## config.mk

```make
export PLATFORM = sky130hd
export DESIGN_NAME = pat_search_engine_flat
export DESIGN_NICKNAME = d
export VERILOG_FILES = /design/src/rtl/pat_search_pkg.sv /design/src/rtl/pat_search_engine_if.sv /design/src/rtl/pat_search_engine_nibble_match.sv /design/src/rtl/pat_search_engine.sv /design/src/flat_wrapper.sv
export SDC_FILE = /design/constraint.sdc
export NUM_CORES = 1
export LEC_CHECK = 0
export ABC_AREA = 1
export CAP_MARGIN = 10
export CORE_MARGIN = 10
export CORE_UTILIZATION = 55
export DETAILED_ROUTE_END_ITERATION = 12
export PLACE_DENSITY = 0.9
export SYNTH_ARGS = -nofsm -noshare
export SYNTH_HDL_FRONTEND = slang
export SYNTH_SLANG_ARGS = --single-unit
export TNS_END_PERCENT = 10
```

## constraint.sdc

```tcl
create_clock -name clk -period 2.1 [get_ports clk]
set_input_delay 0.42 -clock clk [delete_from_list [all_inputs] [get_ports clk]]
set_output_delay 0.42 -clock clk [all_outputs]
set_load 0.005 [all_outputs]
```

## src/rtl/pat_search_pkg.sv

```systemverilog
// rtl/pat_search_pkg.sv - shared types, widths and default addresses for the pattern search engine
package pat_search_pkg;

  localparam int ADDR_W = 8;
  localparam int DATA_W = 8;

  localparam logic [ADDR_W-1:0] DEF_PAT_ADDR  = 8'd6;
  localparam logic [ADDR_W-1:0] DEF_CNT_ADDR  = 8'd7;
  localparam logic [ADDR_W-1:0] DEF_BASE_ADDR = 8'd32;
  localparam int                DEF_LEN       = 64;

  typedef enum logic [2:0] {
    RD_PAT = 3'd0,
    SCAN   = 3'd1,
    DRAIN  = 3'd2,
    WRITE  = 3'd3,
    DONE   = 3'd4
  } state_t;

endpackage

```

## src/rtl/pat_search_engine_if.sv

```systemverilog
// rtl/pat_search_engine_if.sv - single-port data memory bus between engine (master) and memory (slave)
interface pat_search_engine_if;
  import pat_search_pkg::*;

  logic [ADDR_W-1:0] mem_addr;
  logic [DATA_W-1:0] mem_rd_data;
  logic              mem_wr_en;
  logic [DATA_W-1:0] mem_wr_data;

  modport master (
    output mem_addr,
    output mem_wr_en,
    output mem_wr_data,
    input  mem_rd_data
  );

  modport slave (
    input  mem_addr,
    input  mem_wr_en,
    input  mem_wr_data,
    output mem_rd_data
  );

endinterface

```

## src/rtl/pat_search_engine_nibble_match.sv

```systemverilog
// rtl/pat_search_engine_nibble_match.sv - hit when pattern equals any of the five 4-bit windows of a byte
module nibble_match (
  input  logic [7:0] data_byte,
  input  logic [3:0] pattern,
  output logic       hit
);

  always_comb begin
    hit = 1'b0;
    for (int o = 0; o <= 4; o++) begin
      if (data_byte[o +: 4] == pattern) hit = 1'b1;
    end
  end

endmodule

```

## src/rtl/pat_search_engine.sv

```systemverilog
// rtl/pat_search_engine.sv - counts bytes in a memory window containing a 4-bit pattern; optional PAT_SEARCH_CYCLE_CT_EN cycle counter
module pat_search_engine
  import pat_search_pkg::*;
#(
  parameter logic [ADDR_W-1:0] PAT_ADDR  = DEF_PAT_ADDR,
  parameter logic [ADDR_W-1:0] CNT_ADDR  = DEF_CNT_ADDR,
  parameter logic [ADDR_W-1:0] BASE_ADDR = DEF_BASE_ADDR,
  parameter int                LEN       = DEF_LEN
) (
  input  logic                clk,
  input  logic                reset,
  pat_search_engine_if.master mem,
  output logic                done
`ifdef PAT_SEARCH_CYCLE_CT_EN
  ,
  output logic [15:0]         cycle_ct
`endif
);

  localparam logic [2:0] S_RD_PAT = RD_PAT;
  localparam logic [2:0] S_SCAN   = SCAN;
  localparam logic [2:0] S_DRAIN  = DRAIN;
  localparam logic [2:0] S_WRITE  = WRITE;
  localparam logic [2:0] S_DONE   = DONE;

  localparam logic [7:0] LEN_B = LEN[7:0];

  logic [2:0] state;
  logic [3:0] pattern;
  logic [7:0] count;
  logic [7:0] count_next;
  logic [7:0] idx;
  logic       hit;
  logic       eval;

  nibble_match u_match (
    .data_byte (mem.mem_rd_data),
    .pattern   (pattern),
    .hit       (hit)
  );

  // idx==1 is the cycle where read data is still the pattern byte
  assign eval = ((state == S_SCAN) && (idx != 8'd1)) || (state == S_DRAIN);

  always_comb begin
    count_next = count;
    if (eval && hit && (count != 8'hFF)) count_next = count + 8'd1;
  end

  always_ff @(posedge clk) begin
    if (reset) begin
      state           <= S_RD_PAT;
      mem.mem_addr    <= PAT_ADDR;
      mem.mem_wr_en   <= 1'b0;
      mem.mem_wr_data <= '0;
      done            <= 1'b0;
      count           <= '0;
      pattern         <= '0;
      idx             <= '0;
    end else begin
      case (state)
        S_RD_PAT: begin
          state        <= S_SCAN;
          mem.mem_addr <= BASE_ADDR;
          idx          <= 8'd1;
        end
        S_SCAN: begin
          if (idx == 8'd1) pattern <= mem.mem_rd_data[3:0];
          count <= count_next;
          // idx counts addresses already issued, so the scan never wraps the address
          if (idx == LEN_B) begin
            state        <= S_DRAIN;
            mem.mem_addr <= CNT_ADDR;
          end else begin
            mem.mem_addr <= mem.mem_addr + 8'd1;
            idx          <= idx + 8'd1;
          end
        end
        S_DRAIN: begin
          count           <= count_next;
          mem.mem_wr_en   <= 1'b1;
          mem.mem_wr_data <= count_next;
          mem.mem_addr    <= CNT_ADDR;
          state           <= S_WRITE;
        end
        S_WRITE: begin
          mem.mem_wr_en <= 1'b0;
          done          <= 1'b1;
          state         <= S_DONE;
        end
        S_DONE: begin
          mem.mem_wr_en <= 1'b0;
          mem.mem_addr  <= CNT_ADDR;
        end
        default: state <= S_RD_PAT;
      endcase
    end
  end

`ifdef PAT_SEARCH_CYCLE_CT_EN
  always_ff @(posedge clk) begin
    if (reset) begin
      cycle_ct <= '0;
    end else if (!done && (cycle_ct != 16'hFFFF)) begin
      cycle_ct <= cycle_ct + 16'd1;
    end
  end
`endif

endmodule

```

## src/flat_wrapper.sv

```systemverilog
// flat-port wrapper written by rule: the top's interface ports become plain ports
module pat_search_engine_flat import pat_search_pkg::*;
#(
  parameter logic [ADDR_W-1:0] PAT_ADDR  = DEF_PAT_ADDR,
  parameter logic [ADDR_W-1:0] CNT_ADDR  = DEF_CNT_ADDR,
  parameter logic [ADDR_W-1:0] BASE_ADDR = DEF_BASE_ADDR,
  parameter int                LEN       = DEF_LEN
)
  (clk, reset, done, mem_mem_addr, mem_mem_wr_en, mem_mem_wr_data, mem_mem_rd_data);
  pat_search_engine_if mem_i ();
  input  logic clk;
  input  logic reset;
  output logic done;
  output wire logic [$bits(mem_i.mem_addr)-1:0] mem_mem_addr;
  output wire logic [$bits(mem_i.mem_wr_en)-1:0] mem_mem_wr_en;
  output wire logic [$bits(mem_i.mem_wr_data)-1:0] mem_mem_wr_data;
  input wire logic [$bits(mem_i.mem_rd_data)-1:0] mem_mem_rd_data;
  assign mem_mem_addr = mem_i.mem_addr;
  assign mem_mem_wr_en = mem_i.mem_wr_en;
  assign mem_mem_wr_data = mem_i.mem_wr_data;
  assign mem_i.mem_rd_data = mem_mem_rd_data;
  pat_search_engine #(.PAT_ADDR(PAT_ADDR), .CNT_ADDR(CNT_ADDR), .BASE_ADDR(BASE_ADDR), .LEN(LEN)) u_core (.clk(clk), .reset(reset), .mem(mem_i), .done(done));
endmodule
```

# After elaboration in Yosys (flattened, before gate mapping)

Cells that the tools add are included.

Word-level logic and storage cells: 54
Input bits: 10
Output and inout port bits: 18
Bits in registers: 41

Multiplexer cells: 13
Reduce and logical (&&, ||, !) cells: 14
Bitwise gates (word level): 1
Add/subtract/negate cells: 3
Eq/ne operators: 15

Operator list:

| cell                                                   | count |
|---|---|
| adder 8 x 1 -> 8 bit (second input constant)           | 3 |
| two-way mux 8 bit                                      | 3 |
| one-hot mux 8 bit (3 select lines)                     | 1 |
| equality test 4 bit                                    | 5 |
| one-hot mux 8 bit (2 select lines)                     | 1 |
| one-hot mux 3 bit (5 select lines)                     | 1 |
| equality test 8 x 1 -> 1 bit (second input constant)   | 1 |
| equality test 8 x 7 -> 1 bit (second input constant)   | 1 |
| inequality test 8 x 1 -> 1 bit (second input constant) | 1 |
| inequality test 8 bit (second input constant)          | 1 |
| equality test 3 x 2 -> 1 bit (second input constant)   | 2 |
| AND reduction 2 bit                                    | 3 |
| OR reduction 2 bit                                     | 3 |
| two-way mux 1 bit                                      | 5 |
| inequality test 2 bit (second input constant)          | 2 |
| nonzero test 2 bit                                     | 2 |
| equality test 3 x 1 -> 1 bit (second input constant)   | 1 |
| equality test 3 bit (second input constant)            | 1 |
| logical AND 1 bit                                      | 3 |
| logical NOT 3 bit                                      | 1 |
| two-way mux 3 bit                                      | 1 |
| nonzero test 3 bit                                     | 1 |
| one-hot mux 1 bit (2 select lines)                     | 1 |
| logical OR 1 bit                                       | 1 |
| NOT 1 bit                                              | 1 |

# Depth between registers and ports, before layout

Gate-level depths: netlist of the first run.

Word-level depth: 9
Depth in mapped cells: 14
Gate-level depth less buffers: 13

# Cells and area by module

Synthesis of the first run repeated with hierarchy kept, for this count alone.

Cells, all modules: 373
Area total of the unflattened synthesis: 2391.0 um2

By module, submodules not included:

| module            | area each (um2) | seq. area each (um2) | cells each | times used |
|---|---|---|---|---|
| pat_search_engine | 2080.7          | 820.8                | 301        | 1 |
| nibble_match      | 310.3           | 0.0                  | 72         | 1 |

# Worst setup path after synthesis of the first run

Ideal clock, no wire load.

Path kind: register to register
Start: register u_core.pattern[0]
End: register u_core.mem.mem_wr_data[3]
Clock period less this slack: 1415 ps
Data required time: 1991 ps
Arrival time: 1306 ps
Path slack: 685 ps
Stages on the path, launching flop included: 15
Buffers on the path: 1
Library setup time: 109 ps
Path through: dfxtp_1 buf_4 inv_1 nand2_1 nand2_1 a21oi_1 nand2_1 nand2_1 inv_1 nand2_2 nand3_4 nand2_1 nand3_1 nand2_1 inv_1

Longest elaborated chain between the ends: 9
Elaborated cells on any way between the ends: 13
Classes of those cells: eq/ne (5); mux (6); reduce/logical (2)

Ends and longest elaborated chain:

| what                               | RTL line                             | RTL |
|---|---|---|
| start: declaration                 | pat_search_engine.sv:29              | `logic [3:0] pattern;` |
| start signal: assignment           | pat_search_engine.sv:68              | `if (idx == 8'd1) pattern <= mem.mem_rd_data[3:0];` |
| equality test 4 bit                | pat_search_engine_nibble_match.sv:11 | `if (data_byte[o +: 4] == pattern) hit = 1'b1;` |
| two-way mux 1 bit (4 in a row)     | pat_search_engine_nibble_match.sv:11 |  |
| two-way mux 1 bit (*)              | pat_search_engine_nibble_match.sv:11 |  |
| logical AND 1 bit (*) (2 in a row) | pat_search_engine.sv:47              | `if (eval && hit && (count != 8'hFF)) count_next = count + 8'd1;` |
| two-way mux 8 bit (*)              | pat_search_engine.sv:47              |  |
| end signal: assignment             | pat_search_engine.sv:82              | `mem.mem_wr_data <= count_next;` |
| end: declaration                   | pat_search_engine_if.sv:13           | `output mem_wr_data,` |

Every way passes the cells marked *; elsewhere a longest branch is shown, timed or not.
A chain may end at the register's enable or synchronous reset.

# Worst setup path in the final report of the first run

Start: input mem_mem_rd_data[3]
End: register u_core.mem.mem_wr_data[7]

Longest elaborated chain between the ends: 9
Elaborated cells on any way between the ends: 12
Classes of those cells: eq/ne (4); mux (6); reduce/logical (2)

Ends and longest elaborated chain:

| what                               | RTL line                             | RTL |
|---|---|---|
| start: declaration                 | flat_wrapper.sv:17                   | `input wire logic [$bits(mem_i.mem_rd_data)-1:0] mem_mem_rd_data;` |
| equality test 4 bit                | pat_search_engine_nibble_match.sv:11 |  |
| two-way mux 1 bit (3 in a row)     | pat_search_engine_nibble_match.sv:11 |  |
| two-way mux 1 bit (*) (2 in a row) | pat_search_engine_nibble_match.sv:11 |  |
| logical AND 1 bit (*) (2 in a row) | pat_search_engine.sv:47              |  |
| two-way mux 8 bit (*)              | pat_search_engine.sv:47              |  |

Marked as above.

==> results of run 1 <==
==> cells in the final DEF (no fill, tap or decap) <==
master            n
o211a_1           1
a21oi_1          28
nand3_1          20
a211oi_1          4
xnor2_1           2
nand2_2           6
o21a_1            8
o21ai_0          11
clkdlybuf4s50_1  27
nand3_2           1
o21bai_1          1
nand4_1          14
buf_12            1
a31oi_1           3
nand3_4           1
inv_1            40
clkinv_1          1
clkbuf_8          6
dfxtp_1          41
ha_1              5
nand2_1          98
xor2_1            9
nor2_1           25
nor4_1            2
buf_4             4
o21ai_1           1
clkbuf_1          1
nor3_1            4
nand2_4           1
inv_2             4
nor3_4            2
==> kinds of logic (layout without fill, tap and decap cells) <==
| family | count (synthesis) | after routing | share of synthesized area [%] |
|---|---|---|---|
| compound gates | 57 | 57 | 14.1 |
| fa+ha+maj | 5 | 5 | 2.71 |
| buf+inv | 52 | 84 | 9.16 |
| flops | 41 | 41 | 35.6 |
| simple gates | 174 | 174 | 34.3 |
| xor+xnor | 11 | 11 | 4.17 |
==> Yosys cell counts (3+ instances only) <==
cell | instances | area (µm²)
a31oi_1 | 3 | 18.8
nor2_1 | 25 | 93.8
xor2_1 | 9 | 78.8
nor3_1 | 4 | 20.0
a211oi_1 | 4 | 30.0
a21oi_1 | 28 | 140
ha_1 | 5 | 62.6
nand2_2 | 6 | 37.5
nand4_1 | 14 | 87.6
nand2_1 | 98 | 368
buf_4 | 3 | 22.5
dfxtp_1 | 41 | 821
inv_1 | 40 | 150
inv_2 | 4 | 15.0
nand3_1 | 20 | 100
o21a_1 | 8 | 60.1
o21ai_0 | 11 | 55.1
==> sequential cells by signal, summed over array words and instances, names as in the netlist <==
register,count
u_core.mem.mem_wr_data,8
u_core.done,1
u_core.state,3
u_core.mem.mem_addr,8
u_core.pattern,4
u_core.idx,8
u_core.count,8
u_core.mem.mem_wr_en,1
==> layout make-up <==
cell class	instances	area, µm²	area share (%)
multi-input combinational	247	1280	46.7
tap	50	62.6	2.29
timing repair buffer	32	320	11.7
clock buffer	7	86.3	3.16
inverter	45	169	6.18
sequential	41	821	30.0
==> power groups by stage <==
stage	clock network, mW	registers [mW]	logic, mW
final	0.515	1.06	1.06
after global routing	0.554	1.08	1.20
after CTS	0.520	1.06	1.06
after detailed placement	0	1.07	1.05
after global placement	0	1.07	1.03
after floorplan	0	1.03	0.705
==> metal layers <==
metal	global-route usage (%)	share of wire (%)
met1	17.7	45
met2	25.1	46
met3	4.93	7.0
met4	5.69	2.1
met5	0	0
==> through the flow <==
step	hold slack, ns	cells
after CTS	0.484	422
after detailed placement	0.467	415
final	0.482	422
after global routing	0.514	422
after global placement	0.455	415
after floorplan	0.453	340
==> worst max-delay path, cell delays in order <==
cell and delay, ns:
clkdlybuf4s50_1 0.48, inv_1 0.15, nand2_1 0.06, nand2_1 0.08
nor2_1 0.04, nand2_1 0.05, nand2_1 0.05, nor2_1 0.14
nand2_2 0.11, buf_12 0.15, nand4_1 0.09, nand3_1 0.10
nand2_1 0.08, inv_1 0.04
==> worst paths after layout <==
check	slack [ns]	start	endpoint	cells past startpoint
worst max-delay path	0.25	mem_mem_rd_data[3]	u_core.mem.mem_wr_data[7]	14
worst min-delay path	0.48	u_core.mem.mem_wr_en	u_core.mem.mem_wr_en	2
worst max register to register	0.34	u_core.pattern[1]	u_core.mem.mem_wr_data[7]	13
worst min register to register	0.48	u_core.mem.mem_wr_en	u_core.mem.mem_wr_en	2
==> out/qor.csv, run 1 <==
metric,value,unit
status,"finished, final reports clean",
antenna_found_initial,0,
fin_tns_setup,0,ns
post_cts_buffers,0,
cts_resized,0,
clk_path_buf_depth,2,
power,2.63,mW
p_sw,1.01,mW
period_needed,1.85,ns
core_area,4030,µm²
wl_per_cell,12.7,µm
syn_inst,340,
cp_max_fo,8,
num_rows,23,
grt_pass1_wl,9320,µm
irDropWorstVdd,0.574,mV
maxCapViolations,0,
p_per_area,963,nW/µm²
power.share.clock,19.6,%
tightest_slew,0.433,ns
die_x,84.8,µm
grt_usage,15.1,%
die_h,84.8,µm
cp-start-kind,input pin,
drt_iter0_drc,108,
netlist_area,2310,µm²
nFillCells,326,
hold_class,flip-flop to flip-flop,
ant_nets,0,
syn2layout_area_growth,18.5,%
wirelength,5360,µm
grt_pass1_vias,2121,
place_area,2650,µm²
fin_nets,387,
grt_max_degree,23,
drt-pass1-iter-count,4,
seqPwrFrac,40.2,%
period_share,88.3,%
n_antenna_cell,0,
drive_gt1_share,6.99,%
fin_ws,0.245,ns
synth_warnings,0,
place_ws,-0.00954,ns
clock_latency,0.29,ns
cts_num_sinks,41,
rsz0062_at_grt,no,
ys_ff_latch,41,
htreeDepth,2,
p_int,1.63,mW
synthDistinctLibCells,30,
cp.arrival,2.05,ns
gp_congestion,0.925,
hold_viol_final,0,
worstSetupPathType,input pin to flip-flop,
seq_area_frac_synth,35.6,%
ios,28,
finClkSkew,0.00286,ns
synth_nets,355,
synth_edf_count,0,
viasPerCell,5.42,
required,2.30,ns
p_leak,1.19,nW
clkTransAtPathRegs,0.07,ns
die-area,7190,µm²
timing.fmax,539,MHz
drcViolationCount,0,
syn_area_per_cell,6.79,µm²
setup.worst_path.end_class,flip-flop,
cts-root-buf,clkbuf_8,
hpwl,3900,µm
ys.flop_type,dfxtp_1,
grt_overflow,0,
numCtsBuffers,5,
switching_share,38.2,%
portBuffers,27,
synth-async-reset-ratio,0,%
start_util,57.3,%
cts_tree,yes,
maxSlewViolCount,0,
setup_violations,0,
fin_area,2740,µm²
postLayoutCoreUtil,67.9,%
comb_power_share,40.2,%
max-slew-margin-rel,70.9,%
hold_buffers,0,
dr_total_vias,2289,
No activity file was read; power rests on OpenSTA's default activity.
==> run 2: changes to the inputs <==
--- a/config.mk
+++ b/config.mk
@@ -9,6 +9,7 @@
 export CAP_MARGIN = 10
 export CORE_MARGIN = 10
 export CORE_UTILIZATION = 55
+export CTS_CLUSTER_DIAMETER = 60
 export DETAILED_ROUTE_END_ITERATION = 12
 export PLACE_DENSITY = 0.9
 export SYNTH_ARGS = -nofsm -noshare
==> results of run 2 <==
Same layout as run 1: the final DEF is identical, and so are final timing and power.
